$ cat src/rtl/rx_mac_to_buffer.sv
// rx_mac_to_buffer: writes MAC frames into the RX qword buffer as {length header, data qwords}
// and publishes the commit pointer only after a whole good frame and its header are stored.
module rx_mac_to_buffer #(
  parameter int BF = 9,
  parameter int MAX_FRAME_QW = 1200
) (
  input  logic          clk156,
  input  logic          reset,
  input  logic [63:0]   s_axis_tdata,
  input  logic [7:0]    s_axis_tkeep,
  input  logic          s_axis_tvalid,
  input  logic          s_axis_tlast,
  input  logic          s_axis_tuser,
  input  logic [BF+1:0] commited_rd_address,
  output logic [BF:0]   wr_addr,
  output logic [63:0]   wr_data,
  output logic          wr_en,
  output logic [BF+1:0] commited_wr_address,
  output logic [31:0]   frames_ok,
  output logic [31:0]   frames_dropped
);
  localparam int PW = BF + 2;
  localparam logic [PW-1:0] DEPTH = {1'b1, {(BF+1){1'b0}}};
  localparam logic [2:0] IDLE = 3'd0, DATA = 3'd1, HDR = 3'd2, CMT = 3'd3, DROP = 3'd4;
  logic [2:0] state;
  logic [PW-1:0] wr_ptr, occ, ptr1;
  logic [BF:0] hdr_ptr;
  logic [15:0] len, qw;
  logic [3:0] bytes;
  logic drop_pend, viol, no_room, stop;
  always_comb begin
    occ = wr_ptr - commited_rd_address;
    ptr1 = wr_ptr + PW'(1);
    no_room = occ >= DEPTH - PW'(1);
    stop = (occ == DEPTH) || (qw == 16'(MAX_FRAME_QW));
    bytes = 4'($countones(s_axis_tkeep));
  end
  // Outside a frame wr_ptr always equals the commit pointer, so CMT can start the next frame from wr_ptr
  always_ff @(posedge clk156 or posedge reset) begin
    if (reset) begin
      state <= IDLE;
      wr_ptr <= '0;
      hdr_ptr <= '0;
      len <= '0;
      qw <= '0;
      drop_pend <= 1'b0;
      viol <= 1'b0;
      wr_addr <= '0;
      wr_data <= '0;
      wr_en <= 1'b0;
      commited_wr_address <= '0;
      frames_ok <= '0;
      frames_dropped <= '0;
    end else begin
      wr_en <= 1'b0;
      case (state)
        IDLE, CMT: begin
          if (state == CMT) begin
            commited_wr_address <= wr_ptr;
            frames_ok <= frames_ok + 32'd1;
          end
          state <= IDLE;
          viol <= 1'b0;
          if (s_axis_tvalid && viol) state <= s_axis_tlast ? IDLE : DROP;
          else if (s_axis_tvalid && no_room) begin
            state <= s_axis_tlast ? IDLE : DROP;
            drop_pend <= !s_axis_tlast;
            if (s_axis_tlast) frames_dropped <= frames_dropped + 32'd1;
          end else if (s_axis_tvalid) begin
            hdr_ptr <= wr_ptr[BF:0];
            wr_en <= 1'b1;
            wr_addr <= ptr1[BF:0];
            wr_data <= s_axis_tdata;
            len <= 16'(bytes);
            qw <= 16'd1;
            if (s_axis_tlast && s_axis_tuser) frames_dropped <= frames_dropped + 32'd1;
            else begin
              wr_ptr <= wr_ptr + PW'(2);
              state <= s_axis_tlast ? HDR : DATA;
            end
          end
        end
        DATA: if (s_axis_tvalid) begin
          if (!stop) begin
            wr_en <= 1'b1;
            wr_addr <= wr_ptr[BF:0];
            wr_data <= s_axis_tdata;
            len <= len + 16'(bytes);
            qw <= qw + 16'd1;
          end
          if (stop || (s_axis_tlast && s_axis_tuser)) begin
            wr_ptr <= commited_wr_address;
            frames_dropped <= frames_dropped + 32'd1;
            drop_pend <= 1'b0;
            state <= s_axis_tlast ? IDLE : DROP;
          end else begin
            wr_ptr <= ptr1;
            if (s_axis_tlast) state <= HDR;
          end
        end
        HDR: begin
          wr_en <= 1'b1;
          wr_addr <= hdr_ptr;
          wr_data <= {48'h0, len};
          state <= CMT;
          // A beat arriving here breaks the IFG contract: count it now, swallow the rest of it after commit
          if (s_axis_tvalid) begin
            frames_dropped <= frames_dropped + 32'd1;
            viol <= !s_axis_tlast;
            drop_pend <= 1'b0;
          end
        end
        DROP: if (s_axis_tvalid && s_axis_tlast) begin
          state <= IDLE;
          drop_pend <= 1'b0;
          if (drop_pend) frames_dropped <= frames_dropped + 32'd1;
        end
        default: state <= IDLE;
      endcase
    end
  end
endmodule

$ cat config.mk
export PLATFORM = sky130hd
export DESIGN_NAME = rx_mac_to_buffer
export DESIGN_NICKNAME = d
export VERILOG_FILES = /design/src/rtl/rx_mac_to_buffer.sv
export SDC_FILE = /design/constraint.sdc
export NUM_CORES = 1
export LEC_CHECK = 0
export CAP_MARGIN = 20
export CELL_PAD_IN_SITES_DETAIL_PLACEMENT = 1
export CELL_PAD_IN_SITES_GLOBAL_PLACEMENT = 1
export CORE_ASPECT_RATIO = 2
export CORE_MARGIN = 1.5
export CORE_UTILIZATION = 40
export CTS_BUF_LIST = sky130_fd_sc_hd__clkbuf_2 sky130_fd_sc_hd__clkbuf_4 sky130_fd_sc_hd__clkbuf_8
export CTS_CLUSTER_DIAMETER = 50
export DETAILED_ROUTE_END_ITERATION = 7
export PLACE_DENSITY_LB_ADDON = 0.1
export REMOVE_ABC_BUFFERS = 1
export SLEW_MARGIN = 5
export SYNTH_ARGS = -nofsm -noshare
export SYNTH_HDL_FRONTEND = slang
export SYNTH_SLANG_ARGS = --single-unit
$ cat constraint.sdc
create_clock -name clk156 -period 7.75 [get_ports clk156]
set_input_delay 0.775 -clock clk156 [delete_from_list [all_inputs] [get_ports clk156]]
set_output_delay 0.775 -clock clk156 [all_outputs]
set_load 0.02 [all_outputs]
==> results.md, run 1 <==
- Status: completed
- Min-Delay Startpoint: frames_ok[31]$_DFFE_PP0P_
- CP max stage delay: 0.72 ns
- Final setup vio count: 0
- R2r setup slk: 2.46 ns
- Die W: 119 um
- CP Launch Point: wr_ptr[0]$_DFFE_PP0P_
- Number of enable flip-flop cells after synthesis: 0
- DR iter-0 viols: 331
- Clock transition at the registers of the reported paths: 0.06 ns
- CP required: 8.16 ns
- Reg2reg start: wr_ptr[0]$_DFFE_PP0P_
- Pin count of the biggest net entering global routing: 132
- Worst-margin pin slew: 0.990 ns
- Fmax: 0.189 GHz
- Final Power: 5.27 mW
- Area added between synthesis and finish: 31.3%
- Placed Cells incl. Taps: 1,707
- Share of cells above drive strength 1: 6.63%
- Vias in the first global route: 10,300
- TritonRoute pass-1 iters: 4
- Gr usage total: 23.9%
- Placer Congestion: 0.901
- Number of H-tree levels: 2
- Die height: 235 um
- DP Wirelength: 23,800 um
- Setup_tns: 0 ns
- Core area: 0.0264 mm^2
- Crit-path max FO: 131
- DR DRC count: 0
- Setup Crit Path Kind: reg2reg
- Worst rel slew slack: 33.8%
- Worst Path Buf+Inv: 2
- Total congestion overflow: 0
- Port bufs: 237
- Post-route ant nets: 0
- Setup Fix Bufs, Post-CTS: 0
- Clock tree buffer depth: 3
- Register area share after synthesis: 48.4%
- Power Dens Cells: 374 mW/mm^2
- Top FF cell, synth: dfrtp_1
- Leak: 6.33 nW
- WP data arrival: 5.70 ns
- First-pass GRT wire length: 53,700 um
- Maxcap violations: 0
- YS warnings: 0
- Synth Register Bits: 208
- Via count: 9,566
- Hold Crit Class: reg2reg
- Post_cts resized: 0
- Fill cells: 3,027
- Final std cells w/o fill: 1,764
- Startpoint Class: register
- Async SR Flop Fraction: 100%
- Total Routed Length: 33,200 um
- Post-route minimum period: 5.29 ns
- Clock Sinks: 208
- TritonCTS clock tree: done
- CTS root buffer: clkbuf_8
- Final #Nets: 1,517
- Die area: 0.0279 mm^2
- Maximum VDD drop: 265 uV
- Most common cell after layout, fill and taps aside: clkdlybuf4s50_1
- Rows: 84
- Fin. max-slew vios: 0
- Crit end category: register
- Post-cts hold buffer count: 0
- Post-route clock skew: 0.0104 ns
- TritonCTS Buffers: 34
- Commonest non-fill, non-tap cells in the layout: 237 x clkdlybuf4s50_1, 230 x nand2_1, 208 x dfrtp_1
- Mapped cell area: 0.0108 mm^2
- CP max stage cell: dfrtp_1
- Drt via density: 5.42
- Io pins: 238
- Final hold vios: 0
- Final Cycle Share: 68.2%
- RSZ-0062 raised after global routing: no
- Clock latency on the worst-skew pair: 0.53 ns
- Synth cell types: 68
- Post-synthesis average cell area: 9.11 um^2
- Initial Util: 40.8%
- Synth Instances: 1,181
- Routed WL per cell: 18.8 um
- Cell Chain, Critical Path: inv_1 > ha_1 > fa_1 > nand2b_1 > a211oi_1 > o311a_1 > nand4_1 > or4_1 > o211ai_1 > o21ai_1 > o21ai_4 > buf_12 > a21oi_1 > a21o_1
- Initial antenna violation count: 2
- Delay-heaviest family, CP: compound AO/OA/AOI/OAI gates
-- cell usage after synthesis, types with 4 or more instances --
master | n | area share (%)
or4_1 | 4 | 0.28
nand3_1 | 32 | 1.5
inv_1 | 32 | 1.1
clkbuf_1 | 49 | 1.7
nand2_1 | 231 | 8.1
a21o_1 | 6 | 0.42
nand4_1 | 34 | 2.0
mux2i_1 | 19 | 1.8
xor2_1 | 16 | 1.3
o21a_1 | 4 | 0.28
mux2_2 | 12 | 1.3
or3_1 | 10 | 0.58
o21ai_2 | 4 | 0.33
and4_1 | 4 | 0.33
a21oi_1 | 45 | 2.1
xnor2_1 | 55 | 4.5
o211ai_1 | 5 | 0.35
buf_2 | 9 | 0.42
o21ai_0 | 156 | 7.3
and2_1 | 19 | 1.1
dfrtp_1 | 208 | 48
and3_1 | 39 | 2.3
buf_1 | 4 | 0.14
nor3_1 | 14 | 0.65
a31oi_1 | 11 | 0.64
a221oi_1 | 5 | 0.41
ha_1 | 23 | 2.7
fa_1 | 6 | 1.1
nor2_1 | 57 | 2.0
nor2b_1 | 7 | 0.41
-- through the flow --
stage / cell area, um^2 / setup slack, ns / util, % / hold WS (ns)
finish: 14100 / 2.46 / 53.5 / 0.466
detailed placement: 13400 / 2.07 / 50.9 / 0.462
global placement: 13400 / 2.17 / 50.9 / 0.461
floorplan: 10500 / 1.29 / - / 0.450
CTS: 14100 / 2.21 / 53.4 / 0.473
global route: 14100 / 2.09 / 53.5 / 0.489
-- flip-flops by register name (all words and copies together) (netlist names) --
signal	flops
wr_data	64
wr_en	1
viol	1
wr_addr	10
state	3
wr_ptr	11
frames_dropped	32
commited_wr_address	11
len	16
hdr_ptr	10
drop_pend	1
qw	16
frames_ok	32
-- kinds of logic (layout without fill, tap and decap cells) --
group | Yosys count | count (layout) | share of synthesized area [%]
flip-flops | 208 | 208 | 48.4
adder cells (fa/ha/maj) | 29 | 29 | 3.79
multiplexers | 31 | 31 | 3.02
AO/OA/AOI/OAI | 278 | 278 | 15.2
other | 0 | 2 | 0
AND/OR/NAND/NOR | 463 | 463 | 19.9
XOR/XNOR | 71 | 71 | 5.78
buffers and inverters | 101 | 338 | 3.90
-- worst register-to-register path, stage by stage (launching register included) --
cell and delay (ns):
dfrtp_1 0.72, inv_1 0.31, ha_1 0.30, fa_1 0.41, nand2b_1 0.19, a211oi_1 0.49, o311a_1 0.25, nand4_1 0.09
or4_1 0.45, o211ai_1 0.53, o21ai_1 0.23, o21ai_4 0.47, buf_12 0.46, a21oi_1 0.11, a21o_1 0.17
-- where the power goes --
part / internal [mW] / leakage [nW] / switching (mW)
Clock: 0.551 / 0.358 / 0.442
Sequential: 1.41 / 2.72 / 0.313
Combinational: 1.03 / 3.25 / 1.53
Total: 2.99 / 6.33 / 2.29
-- area by class of cell --
| class | instances | area (um^2) | share of cell area (%) |
|---|---|---|---|
| clock buffers | 50 | 632 | 4.47 |
| repair buffers | 251 | 2500 | 17.7 |
| multi-input cells | 872 | 5170 | 36.6 |
| inverters | 33 | 131 | 0.930 |
| flip-flops and latches | 208 | 5200 | 36.9 |
| clock inverters | 4 | 47.5 | 0.337 |
| diodes | 2 | 5.00 | 0.0354 |
| well taps | 344 | 430 | 3.05 |
-- routing by layer --
| layer | routed length, um | track usage (%) |
|---|---|---|
| met5 | 0 | 0 |
| met4 | 1930 | 14.2 |
| met3 | 1300 | 3.52 |
| met2 | 18000 | 45.6 |
| met1 | 12000 | 24.1 |
-- path summary, 6_finish.rpt --
kind | endpoint | cells past startpoint
worst max-delay path | wr_addr[5]$_DFFE_PP0P_ | 14
worst min-delay path | frames_ok[31]$_DFFE_PP0P_ | 1
worst max register to register | wr_addr[5]$_DFFE_PP0P_ | 14
worst min register to register | frames_ok[31]$_DFFE_PP0P_ | 1
max in group asynchronous | frames_ok[16]$_DFFE_PP0P_ | 3
min in group asynchronous | frames_ok[30]$_DFFE_PP0P_ | 2
Note: power is estimated with default switching activity, not from simulation.
==> inputs of run 2 (changes only) <==
==> constraint.sdc (replaced) <==
create_clock -name clk156 -period 5.4 [get_ports clk156]
set_input_delay 0.54 -clock clk156 [delete_from_list [all_inputs] [get_ports clk156]]
set_output_delay 0.54 -clock clk156 [all_outputs]
set_load 0.02 [all_outputs]
==> run 2 against run 1 <==
Highest routed layer unchanged. Largest cell class unchanged. Sequential share of layout area is 0.28 points lower. Utilization rose by 0.41 points. Sequential cell count is the same. Routed wire length grew 0.90%. Power rose by 45%. Setup slack got worse by 1.9 ns.
==> results.md, run 2 (synthesized netlist as in run 1, its figures left out) <==
- Post-route ant nets: 0
- Crit-path max FO: 5
- Gr usage total: 24.4%
- Drt via density: 5.49
- Post-route clock skew: 0.0271 ns
- Startpoint Class: input port
- Pin count of the biggest net entering global routing: 110
- Rows: 84
- Initial antenna violation count: 1
- Routed WL per cell: 18.9 um
- Die height: 235 um
- Port bufs: 237
- Power Dens Cells: 539 mW/mm^2
- Status: completed
- Crit end category: register
- DR DRC count: 0
- Largest register FFs: 64
- Final Cycle Share: 89.1%
- WP data arrival: 5.26 ns
- TritonCTS clock tree: done
- Setup Crit Path Kind: in2reg
- Worst Path Buf+Inv: 5
- CP required: 5.85 ns
- Initial Util: 40.8%
- Clock latency on the worst-skew pair: 0.54 ns
- Post-placement cell area: 0.0135 mm^2
- Post_cts resized: 0
- Worst rel slew slack: 47.0%
- Die W: 119 um
- Fmax: 0.208 GHz
- Final Power: 7.67 mW
- Area added between synthesis and finish: 32.3%
- Delay-heaviest family, CP: adder cells
- Clock transition at the registers of the reported paths: 0.06 ns
- Die area: 0.0279 mm^2
- Final setup vio count: 0
- Number of H-tree levels: 2
- Clock Sinks: 208
- Most common cell after layout, fill and taps aside: clkdlybuf4s50_1
- Setup Fix Bufs, Post-CTS: 0
- Worst-margin pin slew: 0.795 ns
- Finished layout cell area: 0.0142 mm^2
- Maximum VDD drop: 264 uV
- Top flop regs: wr_data (64), frames_dropped (32), frames_ok (32)
- Io pins: 238
- Post-route minimum period: 4.81 ns
- CTS root buffer: clkbuf_8
- Via count: 9,732
- Fin. max-slew vios: 0
- RSZ-0062 raised after global routing: no
- CP max stage cell: fa_1
- CP max stage delay: 0.54 ns
- Final #Nets: 1,522
- DR iter-0 viols: 326
- Core area: 0.0264 mm^2
- Most flops, register: wr_data
- Placer Congestion: 0.868
- First-pass GRT wire length: 54,900 um
- TritonCTS Buffers: 34
- Post-cts hold buffer count: 0
- TritonRoute pass-1 iters: 4
- Clock tree buffer depth: 3
- Vias in the first global route: 10,500
- Total Routed Length: 33,500 um
- Total congestion overflow: 0
- Maxcap violations: 0
- Leak: 6.38 nW
- DP Wirelength: 24,200 um
- Cell Chain, Critical Path: clkdlybuf4s50_1 > fa_1 > inv_1 > fa_1 > fa_1 > inv_1 > ha_1 > inv_1 > fa_1 > inv_1 > ha_1 > a21o_1 > a21oi_1 > nor2b_1 > o21ai_0 > nor2_1 > and3_1 > and2_1 > a21oi_1 > o21ai_0 > o21ai_0
- Hold Crit Class: reg2reg
- Share of cells above drive strength 1: 7.28%
- Commonest non-fill, non-tap cells in the layout: 237 x clkdlybuf4s50_1, 230 x nand2_1, 208 x dfrtp_1
- Final hold vios: 0
- R2r setup slk: 1.04 ns
==> run 2: routing by layer <==
metal	vias up	global-route usage, %	share of wire, %
li1	4551	-	-
met1	4817	25.0	36
met2	267	45.4	53
met3	97	4.00	4.2
met4	0	15.0	6.5
met5	-	0	0
==> run 2: path summary, 6_finish.rpt <==
check,from,to,cells after the start
min in group asynchronous,reset,frames_ok[31]$_DFFE_PP0P_,2
max in group asynchronous,reset,wr_data[57]$_DFFE_PP0P_,3
hold / removal,frames_ok[31]$_DFFE_PP0P_,frames_ok[31]$_DFFE_PP0P_,1
setup / recovery,s_axis_tkeep[0],len[11]$_DFFE_PP0P_,21
hold reg to reg,frames_ok[31]$_DFFE_PP0P_,frames_ok[31]$_DFFE_PP0P_,1
setup reg to reg,wr_ptr[4]$_DFFE_PP0P_,frames_dropped[1]$_DFFE_PP0P_,11
==> run 2: layout make-up <==
type	instances	area, um^2
Antenna cell	2	5.00
Inverter	33	131
Sequential cell	208	5200
Tap cell	344	430
Timing Repair Buffer	256	2560
Fill cell	3049	12200
Clock inverter	3	23.8
Multi-Input combinational cell	872	5170
Clock buffer	56	696
==> run 2: stage by stage <==
step           hold slack (ns)  TNS (ns)  worst slack (ns)  util [%]  std cells
5_1_grt                  0.509         0             0.151      53.9       1773
6_report                 0.474         0             0.587      53.9       1774
3_5_place_dp             0.467         0            0.0207      51.2       1713
4_1_cts                  0.475         0             0.599      53.9       1772
3_3_place_gp             0.459         0             0.154      51.2       1713
2_1_floorplan            0.450   -226.75            -0.821         -       1113
==> run 2: worst reg2reg max path, stage by stage, from the launching register on <==
cell and delay [ns]:
dfrtp_1 0.63, ha_1 0.37, and2_1 0.17, a221o_1 0.37, o21ai_1 0.33, a211oi_1 0.24, or4_1 0.61, o21a_1 0.23
o31a_1 0.34, a211oi_4 0.21, buf_4 0.34, mux2_2 0.39
==> run 2: report_power, final <==
| part | switching [mW] | internal, mW |
|---|---|---|
| Sequential | 0.424 | 2.02 |
| Clock | 0.653 | 0.815 |
| Combinational | 2.23 | 1.53 |
